`src/rtl/stack_ctrl_pkg.sv`:
```
// Shared encodings for the stack command sequencer: command codes, the
// primitive stackOP codes understood by register_stack, error codes and the
// sequencer state enum.
package stack_ctrl_pkg;

    // Command codes on the cmd port (10-15 are illegal).
    localparam logic [3:0] CMD_NOP     = 4'd0;
    localparam logic [3:0] CMD_PUSH    = 4'd1;
    localparam logic [3:0] CMD_POP     = 4'd2;
    localparam logic [3:0] CMD_POP2    = 4'd3;
    localparam logic [3:0] CMD_SWAP    = 4'd4;
    localparam logic [3:0] CMD_DUP     = 4'd5;
    localparam logic [3:0] CMD_OVER    = 4'd6;
    localparam logic [3:0] CMD_ROT     = 4'd7;
    localparam logic [3:0] CMD_REPLACE = 4'd8;
    localparam logic [3:0] CMD_FLUSH   = 4'd9;

    // Primitive operations driven to register_stack.
    localparam logic [2:0] SOP_NONE = 3'd0;
    localparam logic [2:0] SOP_PUSH = 3'd1;
    localparam logic [2:0] SOP_REPL = 3'd2;
    localparam logic [2:0] SOP_POP  = 3'd3;
    localparam logic [2:0] SOP_POP2 = 3'd4;
    localparam logic [2:0] SOP_SWAP = 3'd5;

    // Rejection reasons.
    localparam logic [1:0] ERR_NONE    = 2'd0;
    localparam logic [1:0] ERR_UNDER   = 2'd1;
    localparam logic [1:0] ERR_OVER    = 2'd2;
    localparam logic [1:0] ERR_ILLEGAL = 2'd3;

    // Sequencer state: ST_Rn / ST_FLUSH name the op currently on stack_op.
    typedef enum logic [2:0] {
        ST_IDLE,
        ST_R1,
        ST_R2,
        ST_R3,
        ST_R4,
        ST_R5,
        ST_FLUSH
    } seq_state_e;

endpackage

```
`src/rtl/stack_legal_check.sv`:
```
// Combinational legality check for one stack command against the current
// depth. Produces ok, the rejection reason and the net depth change of the
// single-op commands (two's complement in DEPTH_W bits; 0 for NOP/ROT/FLUSH).
module stack_legal_check
    import stack_ctrl_pkg::*;
#(
    parameter int STACK_SIZE = 32,
    parameter int DEPTH_W    = $clog2(STACK_SIZE + 1)
) (
    input  logic [3:0]         cmd,
    input  logic [DEPTH_W-1:0] depth,
    output logic               ok,
    output logic [1:0]         err_code,
    output logic [DEPTH_W-1:0] depth_delta
);

    localparam logic [DEPTH_W-1:0] D_FULL   = DEPTH_W'(STACK_SIZE);
    localparam logic [DEPTH_W-1:0] D_ONE    = DEPTH_W'(1);
    localparam logic [DEPTH_W-1:0] D_TWO    = DEPTH_W'(2);
    localparam logic [DEPTH_W-1:0] D_THREE  = DEPTH_W'(3);
    localparam logic [DEPTH_W-1:0] D_MINUS1 = DEPTH_W'(-1);
    localparam logic [DEPTH_W-1:0] D_MINUS2 = DEPTH_W'(-2);

    // Underflow is reported ahead of overflow when both could apply.
    always_comb begin
        err_code    = ERR_NONE;
        depth_delta = '0;
        case (cmd)
            CMD_NOP, CMD_FLUSH: begin
                err_code = ERR_NONE;
            end
            CMD_PUSH: begin
                if (depth >= D_FULL) err_code = ERR_OVER;
                depth_delta = D_ONE;
            end
            CMD_DUP: begin
                if (depth < D_ONE)        err_code = ERR_UNDER;
                else if (depth >= D_FULL) err_code = ERR_OVER;
                depth_delta = D_ONE;
            end
            CMD_OVER: begin
                if (depth < D_TWO)        err_code = ERR_UNDER;
                else if (depth >= D_FULL) err_code = ERR_OVER;
                depth_delta = D_ONE;
            end
            CMD_POP: begin
                if (depth < D_ONE) err_code = ERR_UNDER;
                depth_delta = D_MINUS1;
            end
            CMD_REPLACE: begin
                if (depth < D_TWO) err_code = ERR_UNDER;
                depth_delta = D_MINUS1;
            end
            CMD_POP2: begin
                if (depth < D_TWO) err_code = ERR_UNDER;
                depth_delta = D_MINUS2;
            end
            CMD_SWAP: begin
                if (depth < D_TWO) err_code = ERR_UNDER;
            end
            CMD_ROT: begin
                if (depth < D_THREE) err_code = ERR_UNDER;
            end
            default: begin
                err_code = ERR_ILLEGAL;
            end
        endcase
        ok = (err_code == ERR_NONE);
        if (!ok) depth_delta = '0;
    end

endmodule

```
`src/rtl/stack_op_sequencer.sv`:
```
// Command-level controller in front of register_stack. Handshake: a command
// transfers on a posedge where cmd_valid && cmd_ready; cmd_ready is high in
// idle and in the final-op cycle of every command, low in the other ROT and
// FLUSH cycles. All outputs are registered so stack_op/stack_w are settled
// well before the negedge on which register_stack commits.
module stack_op_sequencer
    import stack_ctrl_pkg::*;
#(
    parameter int STACK_SIZE = 32,
    parameter int DATA_W     = 16,
    parameter int DEPTH_W    = $clog2(STACK_SIZE + 1)
) (
    input  logic               CLK,
    input  logic               RST_N,
    input  logic               cmd_valid,
    output logic               cmd_ready,
    input  logic [3:0]         cmd,
    input  logic [DATA_W-1:0]  cmd_data,
    input  logic [DATA_W-1:0]  stk_a,
    input  logic [DATA_W-1:0]  stk_b,
    output logic [2:0]         stack_op,
    output logic [DATA_W-1:0]  stack_w,
    output logic [DEPTH_W-1:0] depth,
    output logic               busy,
    output logic               done,
    output logic               err,
    output logic [1:0]         err_code,
    output seq_state_e         dbg_state
);

    localparam logic [DEPTH_W-1:0] D_FULL = DEPTH_W'(STACK_SIZE);
    localparam logic [DEPTH_W-1:0] D_ONE  = DEPTH_W'(1);
    localparam logic [DEPTH_W-1:0] D_TWO  = DEPTH_W'(2);

    seq_state_e         state_q, state_d;
    logic [2:0]         stack_op_q, stack_op_d;
    logic [DATA_W-1:0]  stack_w_q, stack_w_d;
    logic [DEPTH_W-1:0] depth_q, depth_d;
    logic               busy_q, busy_d;
    logic               done_q, done_d;
    logic               err_q, err_d;
    logic [1:0]         err_code_q, err_code_d;
    logic               cmd_ready_q, cmd_ready_d;
    logic [DATA_W-1:0]  x_q, x_d;
    logic [DATA_W-1:0]  y_q, y_d;

    logic               chk_ok;
    logic [1:0]         chk_err;
    logic [DEPTH_W-1:0] chk_delta;

    logic [2:0]         flush_op;
    logic [DEPTH_W-1:0] flush_dec;
    logic               flush_last;

    stack_legal_check #(
        .STACK_SIZE (STACK_SIZE),
        .DEPTH_W    (DEPTH_W)
    ) u_legal (
        .cmd         (cmd),
        .depth       (depth_q),
        .ok          (chk_ok),
        .err_code    (chk_err),
        .depth_delta (chk_delta)
    );

    // Next FLUSH step from the remaining depth: pop two while possible, then one.
    always_comb begin
        flush_op   = SOP_NONE;
        flush_dec  = '0;
        flush_last = 1'b1;
        if (depth_q >= D_TWO) begin
            flush_op   = SOP_POP2;
            flush_dec  = D_TWO;
            flush_last = (depth_q == D_TWO);
        end else if (depth_q == D_ONE) begin
            flush_op  = SOP_POP;
            flush_dec = D_ONE;
        end
    end

    // Next-state and registered-output logic: continue a sequence, or accept.
    always_comb begin
        state_d     = ST_IDLE;
        stack_op_d  = SOP_NONE;
        stack_w_d   = '0;
        depth_d     = depth_q;
        busy_d      = 1'b0;
        done_d      = 1'b0;
        err_d       = 1'b0;
        err_code_d  = err_code_q;
        cmd_ready_d = 1'b1;
        x_d         = x_q;
        y_d         = y_q;

        if (!cmd_ready_q) begin
            // Mid-sequence: no command can be accepted this cycle.
            case (state_q)
                ST_R1: begin
                    y_d         = stk_a;
                    stack_op_d  = SOP_POP;
                    depth_d     = depth_q - D_ONE;
                    busy_d      = 1'b1;
                    cmd_ready_d = 1'b0;
                    state_d     = ST_R2;
                end
                ST_R2: begin
                    stack_op_d  = SOP_PUSH;
                    stack_w_d   = x_q;
                    depth_d     = depth_q + D_ONE;
                    busy_d      = 1'b1;
                    cmd_ready_d = 1'b0;
                    state_d     = ST_R3;
                end
                ST_R3: begin
                    stack_op_d  = SOP_SWAP;
                    busy_d      = 1'b1;
                    cmd_ready_d = 1'b0;
                    state_d     = ST_R4;
                end
                ST_R4: begin
                    stack_op_d = SOP_PUSH;
                    stack_w_d  = y_q;
                    depth_d    = depth_q + D_ONE;
                    busy_d     = 1'b1;
                    done_d     = 1'b1;
                    state_d    = ST_R5;
                end
                ST_FLUSH: begin
                    stack_op_d  = flush_op;
                    depth_d     = depth_q - flush_dec;
                    busy_d      = 1'b1;
                    done_d      = flush_last;
                    cmd_ready_d = flush_last;
                    state_d     = ST_FLUSH;
                end
                default: begin
                    state_d = ST_IDLE;
                end
            endcase
        end else if (cmd_valid) begin
            // Accept edge: legality uses the current depth; first op goes out now.
            err_code_d = chk_err;
            if (!chk_ok) begin
                err_d  = 1'b1;
                done_d = 1'b1;
            end else begin
                depth_d = depth_q + chk_delta;
                done_d  = 1'b1;
                case (cmd)
                    CMD_PUSH: begin
                        stack_op_d = SOP_PUSH;
                        stack_w_d  = cmd_data;
                    end
                    CMD_DUP: begin
                        stack_op_d = SOP_PUSH;
                        stack_w_d  = stk_a;
                    end
                    CMD_OVER: begin
                        stack_op_d = SOP_PUSH;
                        stack_w_d  = stk_b;
                    end
                    CMD_POP:  stack_op_d = SOP_POP;
                    CMD_POP2: stack_op_d = SOP_POP2;
                    CMD_SWAP: stack_op_d = SOP_SWAP;
                    CMD_REPLACE: begin
                        stack_op_d = SOP_REPL;
                        stack_w_d  = cmd_data;
                    end
                    CMD_ROT: begin
                        x_d         = stk_a;
                        stack_op_d  = SOP_POP;
                        depth_d     = depth_q - D_ONE;
                        busy_d      = 1'b1;
                        done_d      = 1'b0;
                        cmd_ready_d = 1'b0;
                        state_d     = ST_R1;
                    end
                    CMD_FLUSH: begin
                        stack_op_d  = flush_op;
                        depth_d     = depth_q - flush_dec;
                        busy_d      = (flush_op != SOP_NONE);
                        done_d      = flush_last;
                        cmd_ready_d = flush_last;
                        state_d     = (flush_op != SOP_NONE) ? ST_FLUSH : ST_IDLE;
                    end
                    default: begin
                        stack_op_d = SOP_NONE;
                    end
                endcase
            end
        end
    end

    // State and output registers; async reset drops any sequence in flight.
    always_ff @(posedge CLK or negedge RST_N) begin
        if (!RST_N) begin
            state_q     <= ST_IDLE;
            stack_op_q  <= SOP_NONE;
            stack_w_q   <= '0;
            depth_q     <= '0;
            busy_q      <= 1'b0;
            done_q      <= 1'b0;
            err_q       <= 1'b0;
            err_code_q  <= ERR_NONE;
            cmd_ready_q <= 1'b1;
            x_q         <= '0;
            y_q         <= '0;
        end else begin
            state_q     <= state_d;
            stack_op_q  <= stack_op_d;
            stack_w_q   <= stack_w_d;
            depth_q     <= depth_d;
            busy_q      <= busy_d;
            done_q      <= done_d;
            err_q       <= err_d;
            err_code_q  <= err_code_d;
            cmd_ready_q <= cmd_ready_d;
            x_q         <= x_d;
            y_q         <= y_d;
        end
    end

    assign cmd_ready = cmd_ready_q;
    assign stack_op  = stack_op_q;
    assign stack_w   = stack_w_q;
    assign depth     = depth_q;
    assign busy      = busy_q;
    assign done      = done_q;
    assign err       = err_q;
    assign err_code  = err_code_q;
    assign dbg_state = state_q;

    // The legality checks keep the depth counter inside the physical stack.
    depth_in_range: assert property (@(posedge CLK) disable iff (!RST_N) depth_q <= D_FULL);

endmodule

```
`config.mk`:
```
export PLATFORM = sky130hd
export DESIGN_NAME = stack_op_sequencer
export DESIGN_NICKNAME = d
export VERILOG_FILES = /design/src/rtl/stack_ctrl_pkg.sv /design/src/rtl/stack_legal_check.sv /design/src/rtl/stack_op_sequencer.sv
export SDC_FILE = /design/constraint.sdc
export NUM_CORES = 1
export LEC_CHECK = 0
export ABC_AREA = 1
export BUFFER_PORTS_ARGS = -buffer_cell sky130_fd_sc_hd__buf_2
export CORE_MARGIN = 5
export CORE_UTILIZATION = 55
export CTS_CLUSTER_DIAMETER = 100
export DETAILED_ROUTE_END_ITERATION = 6
export PLACE_DENSITY = 0.83
export SLEW_MARGIN = 20
export SYNTH_ARGS = -nofsm -noshare
export SYNTH_HDL_FRONTEND = slang
export SYNTH_HIERARCHICAL = 1
export SYNTH_SLANG_ARGS = --single-unit
```
`constraint.sdc`:
```
create_clock -name CLK -period 3.2 [get_ports CLK]
set_input_delay 0 -clock CLK [delete_from_list [all_inputs] [get_ports CLK]]
set_output_delay 0 -clock CLK [all_outputs]
set_load 0.03 [all_outputs]
```
==> flow_metrics.py <==
metrics = {
    "timing": {
        "fin_crit_sh_pct": 82.0,
        "report.final.slew_viol_count": 0,
        "tns_ps": 0,
        "post-route-min-period_ps": 2620,
        "finClkSkew_ps": 14.5,
        "worst_pin_slew_ps": 797,
        "relSlewSlack_pct": 46.7,
        "hold_ws_ps": 27.1,
        "rsz0062_at_grt": "false",
        "setup_viol": 0,
        "max_freq_mhz": 381,
        "finalHoldViolations": 0,
    },
    "global_route": {
        "use_met2_pct": 49.7,
        "top_usage_layer": "met2",
        "grt_max_degree": 36,
        "met1_usage_pct": 33.6,
        "grt_pass1_vias": 4456,
        "track_usage_pct": 27.8,
        "grt_overflow": 0,
        "grt_pass1_wl_um": 21600,
        "antenna_found_initial": 0,
        "use_met3_pct": 4.93,
    },
    "synthesis": {
        "async_reset_ff_share_pct": 100,
        "synth_top_area_share_pct": 38.4,
        "synth_seq_cells": 66,
        "yosys.area.top_type": "dfrtp_1",
        "avgSynthCellArea_um2": 7.20,
        "ys_top_cells_by_area": "dfrtp_1 (38%), nand2_1 (17%), o21ai_0 (8.4%)",
        "ys_types": 40,
        "synth-edff-count": 0,
        "yosysMostFrequentCell": "nand2_1",
        "syn_inst": 589,
        "synthFlopType": "dfrtp_1",
        "seq_area_frac_synth_pct": 39.0,
        "synth_nets": 657,
        "synth_top_cells_by_count": "nand2_1 (190), o21ai_0 (71), dfrtp_1 (65), inv_1 (61), nand3_1 (36)",
        "ys_warn_count": 6,
        "synth_area_um2": 4240,
    },
    "cells_and_area": {
        "drive_above_1_share_pct": 19.9,
        "nets": 783,
        "area_delta_synth_final_pct": 25.6,
        "n_antenna_cell": 0,
        "multiInputGateArea_um2": 2160,
        "regArea_um2": 1650,
        "fill_cells": 617,
    },
    "drt": {
        "drt_iter0_drc": 290,
        "vias_per_cell": 5.45,
        "ant_nets": 0,
        "dr.pass1.iters": 4,
        "wl_per_cell_um": 15.6,
        "num_vias": 4477,
        "postRouteWirelength_um": 12900,
        "drcViolationCount": 0,
    },
    "critical_path": {
        "required_ps": 3430,
        "r2r-start": "depth[0]",
        "crit_type": "flop to flop",
        "r2r-end": "depth[4]",
        "r2r_setup_slack_ps": 580,
        "reg2regPathDepth": 17,
        "path_max_fanout": 11,
        "cp-end-kind": "flop",
        "cp_data_arrival_time_ps": 2850,
        "startpoint_type": "flop",
    },
    "pwr": {
        "power_density_nw_per_um2": 579,
        "power.total_mw": 3.08,
        "worst_ir_drop_vdd_uv": 480,
        "p_leak_nw": 2.78,
    },
    "floorplan": {
        "dieArea_um2": 9570,
        "dieWidth_um": 97.8,
        "ios": 89,
        "fp.dieH_um": 97.8,
        "fp-row-count": 32,
        "initial_core_util_pct": 55.7,
        "core_region_area_um2": 7610,
    },
    "clock_tree": {
        "cts_setup_buffers": 0,
        "cts_max_path_buffers": 2,
        "cts_resized": 0,
        "clock_sinks": 66,
        "htree_levels": 3,
        "clockRootBuffer": "clkbuf_8",
        "clk_latency_ps": 340,
        "clk_pin_slew_ps": 80,
        "cts_tree": "yes",
        "numCtsBuffers": 9,
    },
    "placement": {
        "numPortBuffers": 88,
        "dp_hpwl_um": 8200,
        "gp_congestion": 0.911,
    },
    "run": {
        "drv_cap": 0,
    },
    "worst_hold_path": {
        "hold_depth": 5,
        "hold_path.class": "input port to flop",
        "min_to": "stack_w[0]",
        "min_from": "stk_b[0]",
    },
    "outcome": {
        "status": "completed",
    },
}
==> stage by stage <==
stage	setup slack, ps	utilization (%)	std cells	cell area, µm²
2_1_floorplan	591	-	589	4240
3_3_place_gp	744	62.0	762	4710
3_5_place_dp	620	62.0	762	4710
4_1_cts	599	70.0	822	5330
5_1_grt	364	70.0	822	5330
6_report	577	70.0	822	5330
==> worst max-delay path: stages, from the launching register on <==
cell and delay (ps):
dfrtp_1 580, inv_1 90, nand2_1 70, nand3_1 70, nand2_1 80, inv_2 40, nand2_4 60, nand2_4 60
nor2_2 260, inv_1 100, fa_1 430, inv_1 70, nand3_1 70, and3_1 160, o21ai_0 160, nand2_1 70
nand3_1 60, nand2_1 50
==> worst max path at each step <==
stage                   from        to  depth (start not counted)
floorplan           depth[0]  depth[4]                         16
global placement    depth[1]  depth[4]                         14
detailed placement  depth[0]  depth[4]                         17
CTS                 depth[0]  depth[4]                         17
global route        depth[0]  depth[4]                         16
finish              depth[0]  depth[4]                         17
==> repair_timing <==
item | 4_1_cts | 5_1_grt
endpoints found under the hold margin | 81 | 0
endpoints found under the setup margin | 0 | 0
hold buffers | 44 | 0
==> layer usage <==
layer  part of all wire, %  wire, µm
met2                    51      6560
met4                   2.3       297
met1                    40      5080
met3                   7.1       912
met5                     0         0
==> state kept, by name, indices dropped and copies added, names as in the netlist <==
register and cells:
x_q 16, depth 6, err 1, stack_op 3, busy 1, stack_w 16, done 1, err_code 2
y_q 16, cmd_ready 1, dbg_state 3
==> cells in the final DEF, fill, tap and decap left out, types with 2 or more instances in the layout <==
master,netlist,layout
dfrtp_1,65,65
clkinvlp_4,0,2
buf_2,7,88
dlygate4sd3_1,0,44
nand3_1,36,36
nand3b_1,3,3
o211ai_1,7,7
nor3_1,6,6
ha_1,11,11
nand2_4,2,2
buf_4,6,8
inv_1,61,61
nand2_1,190,190
fa_1,2,2
mux2_2,2,2
or2_2,2,2
and3_1,2,2
nor2_1,22,22
o21ai_0,71,71
nor2_4,4,4
nor2_2,5,5
clkinv_2,0,3
clkbuf_8,0,10
xor2_1,3,3
inv_2,10,10
a21oi_1,15,15
nand2_2,3,3
o21ai_1,5,5
a22oi_1,12,12
xnor2_1,3,3
nand4_1,11,11
clkinv_1,2,2
==> power breakdown <==
group / switching (mW) / total, mW / internal (mW)
logic: 0.874 / 1.35 / 0.481
registers: 0.135 / 1.11 / 0.974
clock network: 0.319 / 0.617 / 0.298
total: 1.33 / 3.08 / 1.75
==> cell type report <==
class | count | area share [%]
Multi-Input combinational cell | 425 | 40.5
Sequential cell | 66 | 31.0
Timing Repair Buffer | 140 | 17.7
Inverter | 73 | 5.15
Clock buffer | 11 | 2.66
Tap cell | 102 | 2.40
Clock inverter | 5 | 0.564
==> cells by family after synthesis <==
group / count (synthesis) / synth area share, %
AO/OA/AOI/OAI: 116 / 15.4
AND/OR/NAND/NOR: 288 / 29.5
flip-flops: 66 / 39.0
adder cells (fa/ha/maj): 13 / 4.19
multiplexers: 2 / 0.531
buffers and inverters: 98 / 10.1
XOR/XNOR: 6 / 1.24
Power figures use the tool's default switching activity.
